[config.mk]
export PLATFORM = sky130hd
export DESIGN_NAME = ahbl_excl_monitor_flat
export DESIGN_NICKNAME = d
export VERILOG_FILES = /design/src/rtl/ahbl_excl_monitor_if.sv /design/src/rtl/ahbl_excl_monitor.sv /design/src/flat_wrapper.sv
export SDC_FILE = /design/constraint.sdc
export NUM_CORES = 1
export LEC_CHECK = 0
export BUFFER_PORTS_ARGS = -buffer_cell sky130_fd_sc_hd__buf_4
export CAP_MARGIN = 20
export CORE_MARGIN = 1
export CORE_UTILIZATION = 48
export DETAILED_ROUTE_END_ITERATION = 8
export HOLD_SLACK_MARGIN = 0.03
export PLACE_DENSITY = 0.93
export SLEW_MARGIN = 0
export SYNTH_ARGS = -nofsm -noshare
export SYNTH_HDL_FRONTEND = slang
export SYNTH_SLANG_ARGS = --single-unit
[constraint.sdc]
create_clock -name clk -period 3.9 [get_ports clk]
set_clock_uncertainty 0.15 [all_clocks]
set_input_delay 0.195 -clock clk [delete_from_list [all_inputs] [get_ports clk]]
set_output_delay 0.195 -clock clk [all_outputs]
set_load 0.01 [all_outputs]
[src/rtl/ahbl_excl_monitor_if.sv]
// AHB-Lite bus bundle with exclusive-access sideband (hexcl, hmaster, hexokay).
// The master modport drives the address phase; the slave modport drives the response.
interface ahbl_excl_monitor_if #(
    parameter int W_ADDR = 32,
    parameter int W_DATA = 32
);
    logic              hready;
    logic [W_ADDR-1:0] haddr;
    logic              hwrite;
    logic [1:0]        htrans;
    logic [2:0]        hsize;
    logic [2:0]        hburst;
    logic [3:0]        hprot;
    logic              hmastlock;
    logic [W_DATA-1:0] hwdata;
    logic              hexcl;
    logic [7:0]        hmaster;
    logic              hready_resp;
    logic              hresp;
    logic              hexokay;
    logic [W_DATA-1:0] hrdata;

    modport master (
        output hready, haddr, hwrite, htrans, hsize, hburst, hprot, hmastlock, hwdata,
        output hexcl, hmaster,
        input  hready_resp, hresp, hrdata
    );

    modport slave (
        input  hready, haddr, hwrite, htrans, hsize, hburst, hprot, hmastlock, hwdata,
        input  hexcl, hmaster,
        output hready_resp, hresp, hexokay, hrdata
    );
endinterface

[src/rtl/ahbl_excl_monitor.sv]
// AHB-Lite exclusive-access monitor: per-master reservations, failing exclusive stores are
// suppressed and answered locally. Optional macro AHBL_EXCL_MONITOR_SNOOP_WRITE_EN makes plain writes clear reservations.
module ahbl_excl_monitor #(
    parameter int N_MASTERS = 2,
    parameter int W_ADDR    = 32,
    parameter int W_DATA    = 32,
    parameter int GRAN_LOG2 = 2
) (
    input logic                  clk,
    input logic                  rst,
    ahbl_excl_monitor_if.slave   src,
    ahbl_excl_monitor_if.master  dst
);
    localparam int W_GRAN = W_ADDR - GRAN_LOG2;

    logic [N_MASTERS-1:0] res_valid_r;
    logic [W_GRAN-1:0]    res_addr_r [N_MASTERS];
    logic [N_MASTERS-1:0] res_valid_nxt_s;
    logic [W_GRAN-1:0]    res_addr_nxt_s [N_MASTERS];

    logic                 dph_active_r;
    logic                 dph_fail_r;
    logic                 dph_okay_r;
    logic [N_MASTERS-1:0] dph_own_r;

    logic                 accept_s;
    logic                 excl_rd_s;
    logic                 excl_wr_s;
    logic                 plain_wr_s;
    logic                 store_pass_s;
    logic                 store_fail_s;
    logic [W_GRAN-1:0]    addr_gran_s;
    logic [N_MASTERS-1:0] own_sel_s;
    logic [N_MASTERS-1:0] gran_hit_s;

    assign accept_s    = src.hready & src.htrans[1];
    assign excl_rd_s   = accept_s & src.hexcl & ~src.hwrite;
    assign excl_wr_s   = accept_s & src.hexcl & src.hwrite;
    assign plain_wr_s  = accept_s & ~src.hexcl & src.hwrite;
    assign addr_gran_s = src.haddr[W_ADDR-1:GRAN_LOG2];

    // Slot decode: own_sel is empty for out-of-range master IDs, so they never own a slot.
    always_comb begin
        own_sel_s  = '0;
        gran_hit_s = '0;
        for (int m = 0; m < N_MASTERS; m++) begin
            own_sel_s[m]  = (src.hmaster == 8'(m));
            gran_hit_s[m] = res_valid_r[m] & (res_addr_r[m] == addr_gran_s);
        end
    end

    assign store_pass_s = excl_wr_s & (|(own_sel_s & gran_hit_s));
    assign store_fail_s = excl_wr_s & ~store_pass_s;

    // Address-phase pass-through; a failing exclusive store is turned into IDLE.
    assign dst.hready    = src.hready;
    assign dst.haddr     = src.haddr;
    assign dst.hwrite    = src.hwrite;
    assign dst.htrans    = store_fail_s ? 2'b00 : src.htrans;
    assign dst.hsize     = src.hsize;
    assign dst.hburst    = src.hburst;
    assign dst.hprot     = src.hprot;
    assign dst.hmastlock = src.hmastlock;
    assign dst.hwdata    = src.hwdata;
    assign dst.hexcl     = src.hexcl;
    assign dst.hmaster   = src.hmaster;
    assign src.hrdata    = dst.hrdata;

    // Reservation next state: error clear first, address-phase update overrides it.
    always_comb begin
        res_valid_nxt_s = res_valid_r;
        res_addr_nxt_s  = res_addr_r;
        for (int m = 0; m < N_MASTERS; m++) begin
            if (dst.hresp && dph_own_r[m]) begin
                res_valid_nxt_s[m] = 1'b0;
            end else begin
                res_valid_nxt_s[m] = res_valid_r[m];
            end

            if (excl_rd_s && own_sel_s[m]) begin
                res_valid_nxt_s[m] = 1'b1;
                res_addr_nxt_s[m]  = addr_gran_s;
            end else if (store_pass_s && gran_hit_s[m]) begin
                res_valid_nxt_s[m] = 1'b0;
            end else if (store_fail_s && own_sel_s[m]) begin
                res_valid_nxt_s[m] = 1'b0;
`ifdef AHBL_EXCL_MONITOR_SNOOP_WRITE_EN
            end else if (plain_wr_s && gran_hit_s[m]) begin
                res_valid_nxt_s[m] = 1'b0;
`endif
            end else begin
                res_addr_nxt_s[m] = res_addr_nxt_s[m];
            end
        end
    end

`ifndef AHBL_EXCL_MONITOR_SNOOP_WRITE_EN
    logic unused_plain_wr_s;
    assign unused_plain_wr_s = plain_wr_s;
`endif

    // Reservation slot registers.
    always_ff @(posedge clk or posedge rst) begin
        if (rst) begin
            res_valid_r <= '0;
            for (int m = 0; m < N_MASTERS; m++) begin
                res_addr_r[m] <= '0;
            end
        end else begin
            res_valid_r <= res_valid_nxt_s;
            res_addr_r  <= res_addr_nxt_s;
        end
    end

    // Data-phase state, advanced whenever the bus moves on.
    always_ff @(posedge clk or posedge rst) begin
        if (rst) begin
            dph_active_r <= 1'b0;
            dph_fail_r   <= 1'b0;
            dph_okay_r   <= 1'b0;
            dph_own_r    <= '0;
        end else if (src.hready) begin
            dph_active_r <= accept_s;
            dph_fail_r   <= store_fail_s;
            dph_okay_r   <= (excl_rd_s & (|own_sel_s)) | store_pass_s;
            dph_own_r    <= excl_rd_s ? own_sel_s : '0;
        end else begin
            dph_active_r <= dph_active_r;
            dph_fail_r   <= dph_fail_r;
            dph_okay_r   <= dph_okay_r;
            dph_own_r    <= dph_own_r;
        end
    end

    // Response mux: the suppressed store completes locally in one cycle.
    always_comb begin
        src.hready_resp = 1'b1;
        src.hresp       = 1'b0;
        src.hexokay     = 1'b0;
        if (rst) begin
            src.hready_resp = 1'b1;
            src.hresp       = 1'b0;
            src.hexokay     = 1'b0;
        end else if (dph_active_r && dph_fail_r) begin
            src.hready_resp = 1'b1;
            src.hresp       = 1'b0;
            src.hexokay     = 1'b0;
        end else begin
            src.hready_resp = dst.hready_resp;
            src.hresp       = dst.hresp;
            src.hexokay     = dph_active_r & dph_okay_r & dst.hready_resp & ~dst.hresp;
        end
    end
endmodule

[src/flat_wrapper.sv]
// flat-port wrapper written by rule: the top's interface ports become plain ports
module ahbl_excl_monitor_flat 
#(
    parameter int N_MASTERS = 2,
    parameter int W_ADDR    = 32,
    parameter int W_DATA    = 32,
    parameter int GRAN_LOG2 = 2
)
  (clk, rst, src_hready, src_haddr, src_hwrite, src_htrans, src_hsize, src_hburst, src_hprot, src_hmastlock, src_hwdata, src_hexcl, src_hmaster, src_hready_resp, src_hresp, src_hexokay, src_hrdata, dst_hready, dst_haddr, dst_hwrite, dst_htrans, dst_hsize, dst_hburst, dst_hprot, dst_hmastlock, dst_hwdata, dst_hexcl, dst_hmaster, dst_hready_resp, dst_hresp, dst_hrdata);
  ahbl_excl_monitor_if #(.W_ADDR(W_ADDR), .W_DATA(W_DATA)) src_i ();
  ahbl_excl_monitor_if #(.W_ADDR(W_ADDR), .W_DATA(W_DATA)) dst_i ();
  input logic clk;
  input logic rst;
  input wire logic [$bits(src_i.hready)-1:0] src_hready;
  input wire logic [$bits(src_i.haddr)-1:0] src_haddr;
  input wire logic [$bits(src_i.hwrite)-1:0] src_hwrite;
  input wire logic [$bits(src_i.htrans)-1:0] src_htrans;
  input wire logic [$bits(src_i.hsize)-1:0] src_hsize;
  input wire logic [$bits(src_i.hburst)-1:0] src_hburst;
  input wire logic [$bits(src_i.hprot)-1:0] src_hprot;
  input wire logic [$bits(src_i.hmastlock)-1:0] src_hmastlock;
  input wire logic [$bits(src_i.hwdata)-1:0] src_hwdata;
  input wire logic [$bits(src_i.hexcl)-1:0] src_hexcl;
  input wire logic [$bits(src_i.hmaster)-1:0] src_hmaster;
  output wire logic [$bits(src_i.hready_resp)-1:0] src_hready_resp;
  output wire logic [$bits(src_i.hresp)-1:0] src_hresp;
  output wire logic [$bits(src_i.hexokay)-1:0] src_hexokay;
  output wire logic [$bits(src_i.hrdata)-1:0] src_hrdata;
  output wire logic [$bits(dst_i.hready)-1:0] dst_hready;
  output wire logic [$bits(dst_i.haddr)-1:0] dst_haddr;
  output wire logic [$bits(dst_i.hwrite)-1:0] dst_hwrite;
  output wire logic [$bits(dst_i.htrans)-1:0] dst_htrans;
  output wire logic [$bits(dst_i.hsize)-1:0] dst_hsize;
  output wire logic [$bits(dst_i.hburst)-1:0] dst_hburst;
  output wire logic [$bits(dst_i.hprot)-1:0] dst_hprot;
  output wire logic [$bits(dst_i.hmastlock)-1:0] dst_hmastlock;
  output wire logic [$bits(dst_i.hwdata)-1:0] dst_hwdata;
  output wire logic [$bits(dst_i.hexcl)-1:0] dst_hexcl;
  output wire logic [$bits(dst_i.hmaster)-1:0] dst_hmaster;
  input wire logic [$bits(dst_i.hready_resp)-1:0] dst_hready_resp;
  input wire logic [$bits(dst_i.hresp)-1:0] dst_hresp;
  input wire logic [$bits(dst_i.hrdata)-1:0] dst_hrdata;
  assign src_i.hready = src_hready;
  assign src_i.haddr = src_haddr;
  assign src_i.hwrite = src_hwrite;
  assign src_i.htrans = src_htrans;
  assign src_i.hsize = src_hsize;
  assign src_i.hburst = src_hburst;
  assign src_i.hprot = src_hprot;
  assign src_i.hmastlock = src_hmastlock;
  assign src_i.hwdata = src_hwdata;
  assign src_i.hexcl = src_hexcl;
  assign src_i.hmaster = src_hmaster;
  assign src_hready_resp = src_i.hready_resp;
  assign src_hresp = src_i.hresp;
  assign src_hexokay = src_i.hexokay;
  assign src_hrdata = src_i.hrdata;
  assign dst_hready = dst_i.hready;
  assign dst_haddr = dst_i.haddr;
  assign dst_hwrite = dst_i.hwrite;
  assign dst_htrans = dst_i.htrans;
  assign dst_hsize = dst_i.hsize;
  assign dst_hburst = dst_i.hburst;
  assign dst_hprot = dst_i.hprot;
  assign dst_hmastlock = dst_i.hmastlock;
  assign dst_hwdata = dst_i.hwdata;
  assign dst_hexcl = dst_i.hexcl;
  assign dst_hmaster = dst_i.hmaster;
  assign dst_i.hready_resp = dst_hready_resp;
  assign dst_i.hresp = dst_hresp;
  assign dst_i.hrdata = dst_hrdata;
  ahbl_excl_monitor #(.N_MASTERS(N_MASTERS), .W_ADDR(W_ADDR), .W_DATA(W_DATA), .GRAN_LOG2(GRAN_LOG2)) u_core (.clk(clk), .rst(rst), .src(src_i), .dst(dst_i));
endmodule
# After elaboration in Yosys (flattened, before gate mapping)

Index checks and enable logic that the tools add are counted.
Widths: inputs -> output; s select.

Bits in registers: 67
Input port bits: 124
Output and inout bits: 123
Word-level logic and storage cells: 58

Equal/unequal tests: 3
Muxes and demuxes: 16
Bitwise gates (word level): 17
Reductions and logical operators: 14

Operators by type and width:

| kind               | number |
|---|---|
| $eq 30x30->1       | 2 |
| $mux 1             | 14 |
| $and 1x1->1        | 12 |
| $logic_and 1x1->1  | 9 |
| $eq 8x1->1 const B | 1 |
| $logic_not 8->1    | 1 |
| $reduce_bool 4->1  | 2 |
| $mux 2             | 2 |
| $reduce_or 2->1    | 2 |
| $not 1->1          | 3 |
| $and 2x2->2        | 1 |
| $or 1x1->1         | 1 |

# Depth between registers and ports, before layout

Gate-level depths: netlist (run 1).

Depth in word-level cells: 11
Mapped depth: 6

# Least setup slack after synthesis (run 1)

No wires, ideal clock.

Kind: register -> output
From: register u_core.res_addr_r[13] in the netlist's numbering
To: output dst_htrans[0]
Arrival: 1.416 ns
Path slack: 2.139 ns
Cell stages (with the launch flop): 6
Path buffers: 0
Cell sequence: dfrtp_1 -> xnor2_1 -> nand4_1 -> nor4_1 -> nand2_1 -> o211ai_1

Word-level cells in the longest chain between the ends: 8

RTL lines:

| what                     | RTL line                 | RTL |
|---|---|---|
| start: declaration       | ahbl_excl_monitor.sv:17  | `logic [W_GRAN-1:0] res_addr_r [N_MASTERS];` |
| start signal: assignment | ahbl_excl_monitor.sv:111 | `res_addr_r <= res_addr_nxt_s;` |
| $eq 30x30->1             | ahbl_excl_monitor.sv:48  | `gran_hit_s[m] = res_valid_r[m] & (res_addr_r[m] == addr_gran_s);` |
| $and 1x1->1              | ahbl_excl_monitor.sv:48  |  |
| $and 2x2->2              | ahbl_excl_monitor.sv:52  | `assign store_pass_s = excl_wr_s & (\|(own_sel_s & gran_hit_s));` |
| $reduce_or 2->1          | ahbl_excl_monitor.sv:52  |  |
| $and 1x1->1              | ahbl_excl_monitor.sv:52  |  |
| $not 1->1                | ahbl_excl_monitor.sv:53  | `assign store_fail_s = excl_wr_s & ~store_pass_s;` |
| $and 1x1->1              | ahbl_excl_monitor.sv:53  |  |
| $mux 2                   | ahbl_excl_monitor.sv:59  | `assign dst.htrans = store_fail_s ? 2'b00 : src.htrans;` |
| end: declaration         | flat_wrapper.sv:32       | `output wire logic [$bits(dst_i.htrans)-1:0] dst_htrans;` |

Every way passes these cells.

# Final worst setup path (run 1)

From: input src_haddr[17]
To: output dst_htrans[0]

Word-level cells in the longest chain between the ends: 8
Elaborated cells between the ends (all ways): 10
Classes of those cells: eq/ne: 2; mux: 1; bitwise: 6; reduce/logical: 1

RTL lines:

| what                | RTL line                | RTL |
|---|---|---|
| start: declaration  | flat_wrapper.sv:15      | `input wire logic [$bits(src_i.haddr)-1:0] src_haddr;` |
| $eq 30x30->1        | ahbl_excl_monitor.sv:48 |  |
| $and 1x1->1         | ahbl_excl_monitor.sv:48 |  |
| $and 2x2->2 (*)     | ahbl_excl_monitor.sv:52 |  |
| $reduce_or 2->1 (*) | ahbl_excl_monitor.sv:52 |  |
| $and 1x1->1 (*)     | ahbl_excl_monitor.sv:52 |  |
| $not 1->1 (*)       | ahbl_excl_monitor.sv:53 |  |
| $and 1x1->1 (*)     | ahbl_excl_monitor.sv:53 |  |
| $mux 2 (*)          | ahbl_excl_monitor.sv:59 |  |

Mark *: on every way between the ends. The rest lies on a longest branch, timed or not.

==> results.yml, run 1 <==
outcome:
  status: "finished, final reports clean"
grt:
  grt.total_usage_pct: 26.71
  grt_max_degree: 37
  grt_overflow: 0
  grt_pass1_wl_um: 18570
  grt_pass1_vias: 2927
  antenna_found_initial: 0
finish:
  instances_no_fill: 515
  layout_common_cells: "buf_4, dfrtp_1, xnor2_1"
  drive_above_1_share_pct: 42.75
  antenna_cells: 0
  area_growth_pct: 11.01
  nNetsFinal: 526
  layout_commonest_cell: "buf_4"
  finish.utilization_pct: 54.82
synth:
  syn_area_per_cell_um2: 11.07
  yosysWarnings: 0
  syn_area_um2: 4307
  yosysSeqAreaShare_pct: 38.93
  netlist_top_cells_area: "dfrtp_1, buf_4, mux2_2"
  ys_ff_latch: 67
  synth_top_cell_area_share_pct: 38.93
  synthCells: 389
  synth_nets: 513
  yosys.area.top_type: "dfrtp_1"
  synth_cell_types: 31
detailed_routing:
  dr_total_vias: 2793
  drt-total-wl_um: 12360
  ant_nets: 0
  routedWlPerCell_um: 24.00
  viasPerCell: 5.423
  route.detailed.drc: 0
  first_pass_iters: 4
  drtIter0Drc: 234
floorplanning:
  die_w_um: 96.72
  core_um2: 8721
  die-height_um: 96.72
  num_rows: 34
  initial_core_util_pct: 49.38
  fp.dieArea_um2: 9355
  ioPinCount: 247
worst_setup_path:
  cp.arrival_ns: 2.52
  start_kind: "input pin"
  crit_type: "input pin to output pin"
  rr_startpoint: "u_core.res_addr_r[15]$_DFFE_PP0P_"
  required_ns: 3.56
  setup.worst_path.start: "src_haddr[17]"
  crit_fanout: 5
  worst_setup_path_end_kind: "output pin"
place:
  gp_congestion: 0.8464
  port_buffers: 92
  dp.cells: 466
  post-dp-hpwl_um: 9462
clock_network:
  cts_tree: "done"
  cts_root_buf: "clkbuf_8"
  path_clk_slew_ns: 0.07
  h-tree-depth: 3
  clock_path_buffers: 2
  worst_skew_pair.late_latency_ns: 0.34
  cts_resized: 0
  clock-sinks: 67
  cts_buffers: 9
min_path:
  holdCritStartpoint: "src_hmaster[0]"
  holdCritPathClass: "input pin to flop"
timing:
  rsz0062_at_grt: "no"
  slew_viol_final: 0
  finalSetupViolCount: 0
  slew_headroom_pct: 39.14
  clock.fmax_mhz: 348.9
  hold_viol_final: 0
  setup_tns_ns: 0
  worst_slew_pin_slew_ns: 0.9108
  post-route-min-period_ns: 2.866
  period_share_pct: 73.50
power_and_ir_drop:
  p_clk_share_pct: 42.9
  netSwitchingPower_w: 0.0003609
  swShare_pct: 22.29
  leakage_nw: 2.227
  seqPwrFrac_pct: 43.6
  powerDensity_nw_per_um2: 338.7
  combPwrFrac_pct: 13.5
  p_int_w: 0.001258
  ir_drop_v: 0.0002428
flow_run:
  max_cap_viol_count: 0
[what timing repair did]
action                    4_1_cts  5_1_grt
hold endpoints to repair       95        0
buffers inserted                0        0
hold buffers                   33        0
[power groups by stage]
stage / logic, W / registers (W) / clock network [W]
detailed placement: 0.000190 / 0.000719 / 0
finish: 0.000219 / 0.000706 / 0.000694
CTS: 0.000218 / 0.000706 / 0.000702
global placement: 0.000185 / 0.000719 / 0
floorplan: 0.000186 / 0.000718 / 0
global route: 0.000235 / 0.000707 / 0.000736
[area by class of cell]
| class | count | area [um2] |
|---|---|---|
| Timing Repair Buffer | 127 | 1036 |
| Inverter | 3 | 11.26 |
| Clock inverter | 5 | 100.1 |
| Multi-Input combinational cell | 194 | 1680 |
| Sequential cell | 67 | 1677 |
| Clock buffer | 11 | 141.4 |
| Fill cell | 669 | 3940 |
| Tap cell | 108 | 135.1 |
[routing by layer]
layer / GRT usage, % / wire (um) / up-vias
met5: 4.945 / 58 / -
met4: 7.348 / 233 / 2
met3: 20.45 / 2119 / 24
met2: 45.18 / 6207 / 184
met1: 24.53 / 3741 / 1353
li1: - / - / 1230
[synthesized netlist by cell type, drive strengths merged]
cell    count
buf       124
dfrtp      67
mux2       61
xnor2      60
nand4      18
nand3      10
nand2       9
nor2        6
nor4        6
nor3        4
and2        3
inv         3
a211o       2
a21o        2
a21oi       2
nand4b      2
nor3b       2
o211ai      2
and3        1
clkbuf      1
nand2b      1
nand3b      1
nor2b       1
o221a       1
[per-stage QoR]
step	power [W]	setup WS, ns	hold WS (ns)	cell area, um2
final	0.001619	1.034	0.08318	4781
after global routing	0.001678	0.8121	0.07879	4781
after CTS	0.001626	1.160	0.06003	4781
after detailed placement	0.0009091	1.554	0.2351	4209
after global placement	0.0009036	1.604	0.2247	4209
after floorplan	0.0009045	1.872	0.1767	4307
[worst max-delay path, stage by stage]
cell and delay, ns:
dlygate4sd3_1 0.58, buf_4 0.18, xnor2_1 0.17, nand4_1 0.16, nor4_1 0.60, nand2_1 0.22
o211ai_1 0.26, buf_4 0.16
[registers in the layout, indices dropped and copies added, names as in the netlist]
| signal | cells |
|---|---|
| u_core.dph_okay_r | 1 |
| u_core.dph_fail_r | 1 |
| u_core.dph_own_r | 2 |
| u_core.dph_active_r | 1 |
| u_core.res_valid_r | 2 |
| u_core.res_addr_r | 60 |
[final timing paths]
kind | end | depth (start not counted) | slack (ns)
worst max-delay path | dst_htrans[0] | 8 | 1.03
worst min-delay path | u_core.dph_okay_r$_DFFE_PP0P_ | 3 | 0.08
worst max register to register | u_core.res_valid_r[1]$_DFFE_PP0P_ | 5 | 1.72
worst min register to register | u_core.dph_own_r[0]$_DFFE_PP0P_ | 1 | 0.34
max in group asynchronous | u_core.res_addr_r[32]$_DFFE_PP0P_ | 4 | 2.28
min in group asynchronous | u_core.dph_okay_r$_DFFE_PP0P_ | 3 | 0.42
[cell families after synthesis]
kind of cell              count (synthesis)  synth area share, %
AOI/OAI and AO/OA                         9                1.598
xor gates and xnor gates                 60                12.20
buffers and inverters                   128                22.05
DFF                                      67                38.93
muxes                                    61                15.95
and+or+nand+nor                          64                9.268
Note: power is estimated with default switching activity, not from simulation.
==> run 2, diff against run 1 <==
--- a/config.mk
+++ b/config.mk
@@ -5,13 +5,14 @@
 export SDC_FILE = /design/constraint.sdc
 export NUM_CORES = 1
 export LEC_CHECK = 0
+export ABC_AREA = 1
 export BUFFER_PORTS_ARGS = -buffer_cell sky130_fd_sc_hd__buf_4
 export CAP_MARGIN = 20
 export CORE_MARGIN = 1
-export CORE_UTILIZATION = 48
+export CORE_UTILIZATION = 46
 export DETAILED_ROUTE_END_ITERATION = 8
 export HOLD_SLACK_MARGIN = 0.03
-export PLACE_DENSITY = 0.93
+export PLACE_DENSITY = 0.88
 export SLEW_MARGIN = 0
 export SYNTH_ARGS = -nofsm -noshare
 export SYNTH_HDL_FRONTEND = slang
==> constraint.sdc (replaced) <==
create_clock -name clk -period 2.9 [get_ports clk]
set_clock_uncertainty 0.15 [all_clocks]
set_input_delay 0.145 -clock clk [delete_from_list [all_inputs] [get_ports clk]]
set_output_delay 0.145 -clock clk [all_outputs]
set_load 0.01 [all_outputs]
==> run 2 against run 1 <==
Compared with the run above:
- power up 37%
- area after synthesis rose by 9.9%
- hold slack got worse by 0.019 ns
- largest power group unchanged
- setup slack worse by 0.48 ns
- sequential share of layout area decreased by 3.1 points
- sequential cell count did not move
- wire length shrank 19%
- synthesized cell count rose by 74%
==> results.yml, run 2 <==
timing:
  worst_slew_pin_slew_ns: 0.8302
  finalSetupViolCount: 0
  clock.fmax_mhz: 426.2
  rsz0062_at_grt: "no"
  post-route-min-period_ns: 2.346
  hold_viol_final: 0
  finalWorstSetupSlack_ns: 0.5537
  slew_headroom_pct: 44.65
  setup_tns_ns: 0
  slew_viol_final: 0
  period_share_pct: 80.91
finish:
  largestRegisters: "u_core.res_addr_r: 60 flops, u_core.dph_own_r: 2 flops, u_core.res_valid_r: 2 flops"
  layout_common_cells: "nand2_1, inv_1, buf_4"
  layout_commonest_cell: "nand2_1"
  largest_reg_flops: 60
  regMostFlops: "u_core.res_addr_r"
  multi_input_area_um2: 1658
  antenna_cells: 0
  drive_above_1_share_pct: 19.31
  nNetsFinal: 813
  area_growth_pct: 10.97
  regArea_um2: 1677
  n_fill_cell: 915
synth:
  syn_area_um2: 4732
  synth_most_common_cell: "nand2_1"
  netlist_top_cells_area: "dfrtp_1, buf_4, nand2_1"
  synth_commonest_cells: "nand2_1, buf_4, inv_1"
  synth_nets: 800
  synth_ff_type: "dfrtp_1"
  ys_async_sr_fraction_pct: 100.0
  yosys.area.top_type: "dfrtp_1"
  yosysSeqAreaShare_pct: 35.43
  synth_edf_count: 0
  yosysWarnings: 0
  syn_area_per_cell_um2: 7.000
  synthCells: 676
  synth_top_cell_area_share_pct: 35.43
  synth_cell_types: 23
  ys_ff_latch: 67
flow_run:
  max_cap_viol_count: 0
clock_network:
  path_clk_slew_ns: 0.08
  clock-sinks: 67
  h-tree-depth: 3
  cts_root_buf: "clkbuf_8"
  cts_setup_buffers: 0
  cts_tree: "done"
  cts_buffers: 9
  worst_skew_pair.late_latency_ns: 0.36
  clock_path_buffers: 2
worst_setup_path:
  worst_setup_path_end_kind: "output pin"
  r2r_end: "u_core.res_valid_r[1]$_DFFE_PP0P_"
  crit_path_frequent_cell: "nand2_1"
  required_ns: 2.61
  crit_path_max_incr_delay_ns: 0.54
  start_kind: "input pin"
  cp.arrival_ns: 2.05
  rr_startpoint: "u_core.res_addr_r[45]$_DFFE_PP0P_"
  crit_fanout: 5
  r2r_cells: 13
  slowest_stage: "dlygate4sd3_1"
  setup.worst_path.end: "dst_htrans[0]"
  crit_type: "input pin to output pin"
  reg2reg_slack_ns: 1.06
  setup.worst_path.start: "src_haddr[17]"
  path_cells: "dlygate4sd3_1 -> buf_4 -> nand2_1 -> nand2_1 -> inv_1 -> nand2_1 -> nor2_1 -> nand2_1 -> nor2_1 -> nand3_1 -> nand3_1 -> nand2_1 -> inv_1 -> buf_4"
grt:
  antenna_found_initial: 0
  grt_pass1_wl_um: 15880
  grt_max_degree: 68
  grt_pass1_vias: 3470
  grt.total_usage_pct: 19.79
  grt_overflow: 0
power_and_ir_drop:
  powerDensity_nw_per_um2: 422.3
  leakage_nw: 2.899
  ir_drop_v: 0.0003057
detailed_routing:
  dr_total_vias: 3785
  first_pass_iters: 4
  viasPerCell: 4.577
  drtIter0Drc: 228
  routedWlPerCell_um: 12.16
  drt-total-wl_um: 10060
  route.detailed.drc: 0
  ant_nets: 0
floorplanning:
  num_rows: 36
  die_w_um: 103.4
  ioPinCount: 247
  die-height_um: 103.4
  core_um2: 9864
  fp.dieArea_um2: 10700
  initial_core_util_pct: 47.97
place:
  port_buffers: 92
  post-dp-hpwl_um: 7369
  gp_congestion: 0.8360
  pre_cts_slack_ns: 0.8539
outcome:
  status: "finished, final reports clean"
min_path:
  holdCritPathClass: "input pin to flop"
## run 2: how the worst min path moves through the flow
| stage | slack (ns) | depth (start not counted) | start | end |
|---|---|---|---|---|
| 2_1_floorplan | 0.11 | 2 | src_hready | u_core.dph_active_r$_DFFE_PP0P_ |
| 3_3_place_gp | 0.14 | 0 | src_hburst[2] | dst_hburst[2] |
| 3_5_place_dp | 0.14 | 0 | src_hburst[2] | dst_hburst[2] |
| 4_1_cts | 0.05 | 6 | src_hwrite | u_core.res_addr_r[1]$_DFFE_PP0P_ |
| 5_1_grt | 0.07 | 6 | src_hwrite | u_core.res_addr_r[1]$_DFFE_PP0P_ |
| 6_report | 0.06 | 5 | src_hwrite | u_core.dph_okay_r$_DFFE_PP0P_ |
## run 2: power by group
group | total, W | switching [W] | internal, W
clock network | 0.000940 | 0.000371 | 0.000569
registers | 0.000957 | 0.00000823 | 0.000949
logic | 0.000321 | 0.000164 | 0.000157
## run 2: through the flow
step	power, W	util [%]	cell area (um2)	hold slack, ns	instances
6_report	0.002218	53.23	5251	0.06446	827
5_1_grt	0.002311	53.23	5251	0.07234	827
4_1_cts	0.002236	53.23	5251	0.04777	827
3_5_place_dp	0.001257	46.94	4631	0.1401	773
3_3_place_gp	0.001254	46.94	4631	0.1401	773
2_1_floorplan	0.001244	-	4732	0.1075	676
## run 2: timing repair
item / CTS / global route
gates resized for setup: 0 / 0
endpoints found under the hold margin: 134 / 0
hold buffers: 38 / 0
## run 2: critical path, delay by kind of cell
| family | cells | cell delay [ns] |
|---|---|---|
| and+or+nand+nor | 9 | 0.97 |
| buffers and inverters | 5 | 0.94 |
## run 2: layer usage
| metal | vias to the layer above | wire length (um) | share of wire (%) | global-route usage [%] |
|---|---|---|---|---|
| li1 | 1919 | - | - | - |
| met1 | 1685 | 4353 | 43 | 24.30 |
| met2 | 144 | 4675 | 46 | 31.13 |
| met3 | 37 | 742 | 7.4 | 7.460 |
| met4 | 0 | 287 | 2.9 | 8.667 |
| met5 | - | 0 | 0 | 0 |
## run 2: final cells by class
class,count,share of cell area [%]
inverters,113,8.077
repair buffers,132,20.68
clock buffers,9,2.359
well taps,133,3.169
multi-input cells,366,31.57
clock inverters,7,2.216
flip-flops and latches,67,31.93
## run 2: logic make-up after synthesis
family,after synthesis,share of synthesized area (%)
simple gates,288,24.27
buf+inv,243,29.59
flops,67,35.43
compound gates,63,7.932
xor+xnor,15,2.776
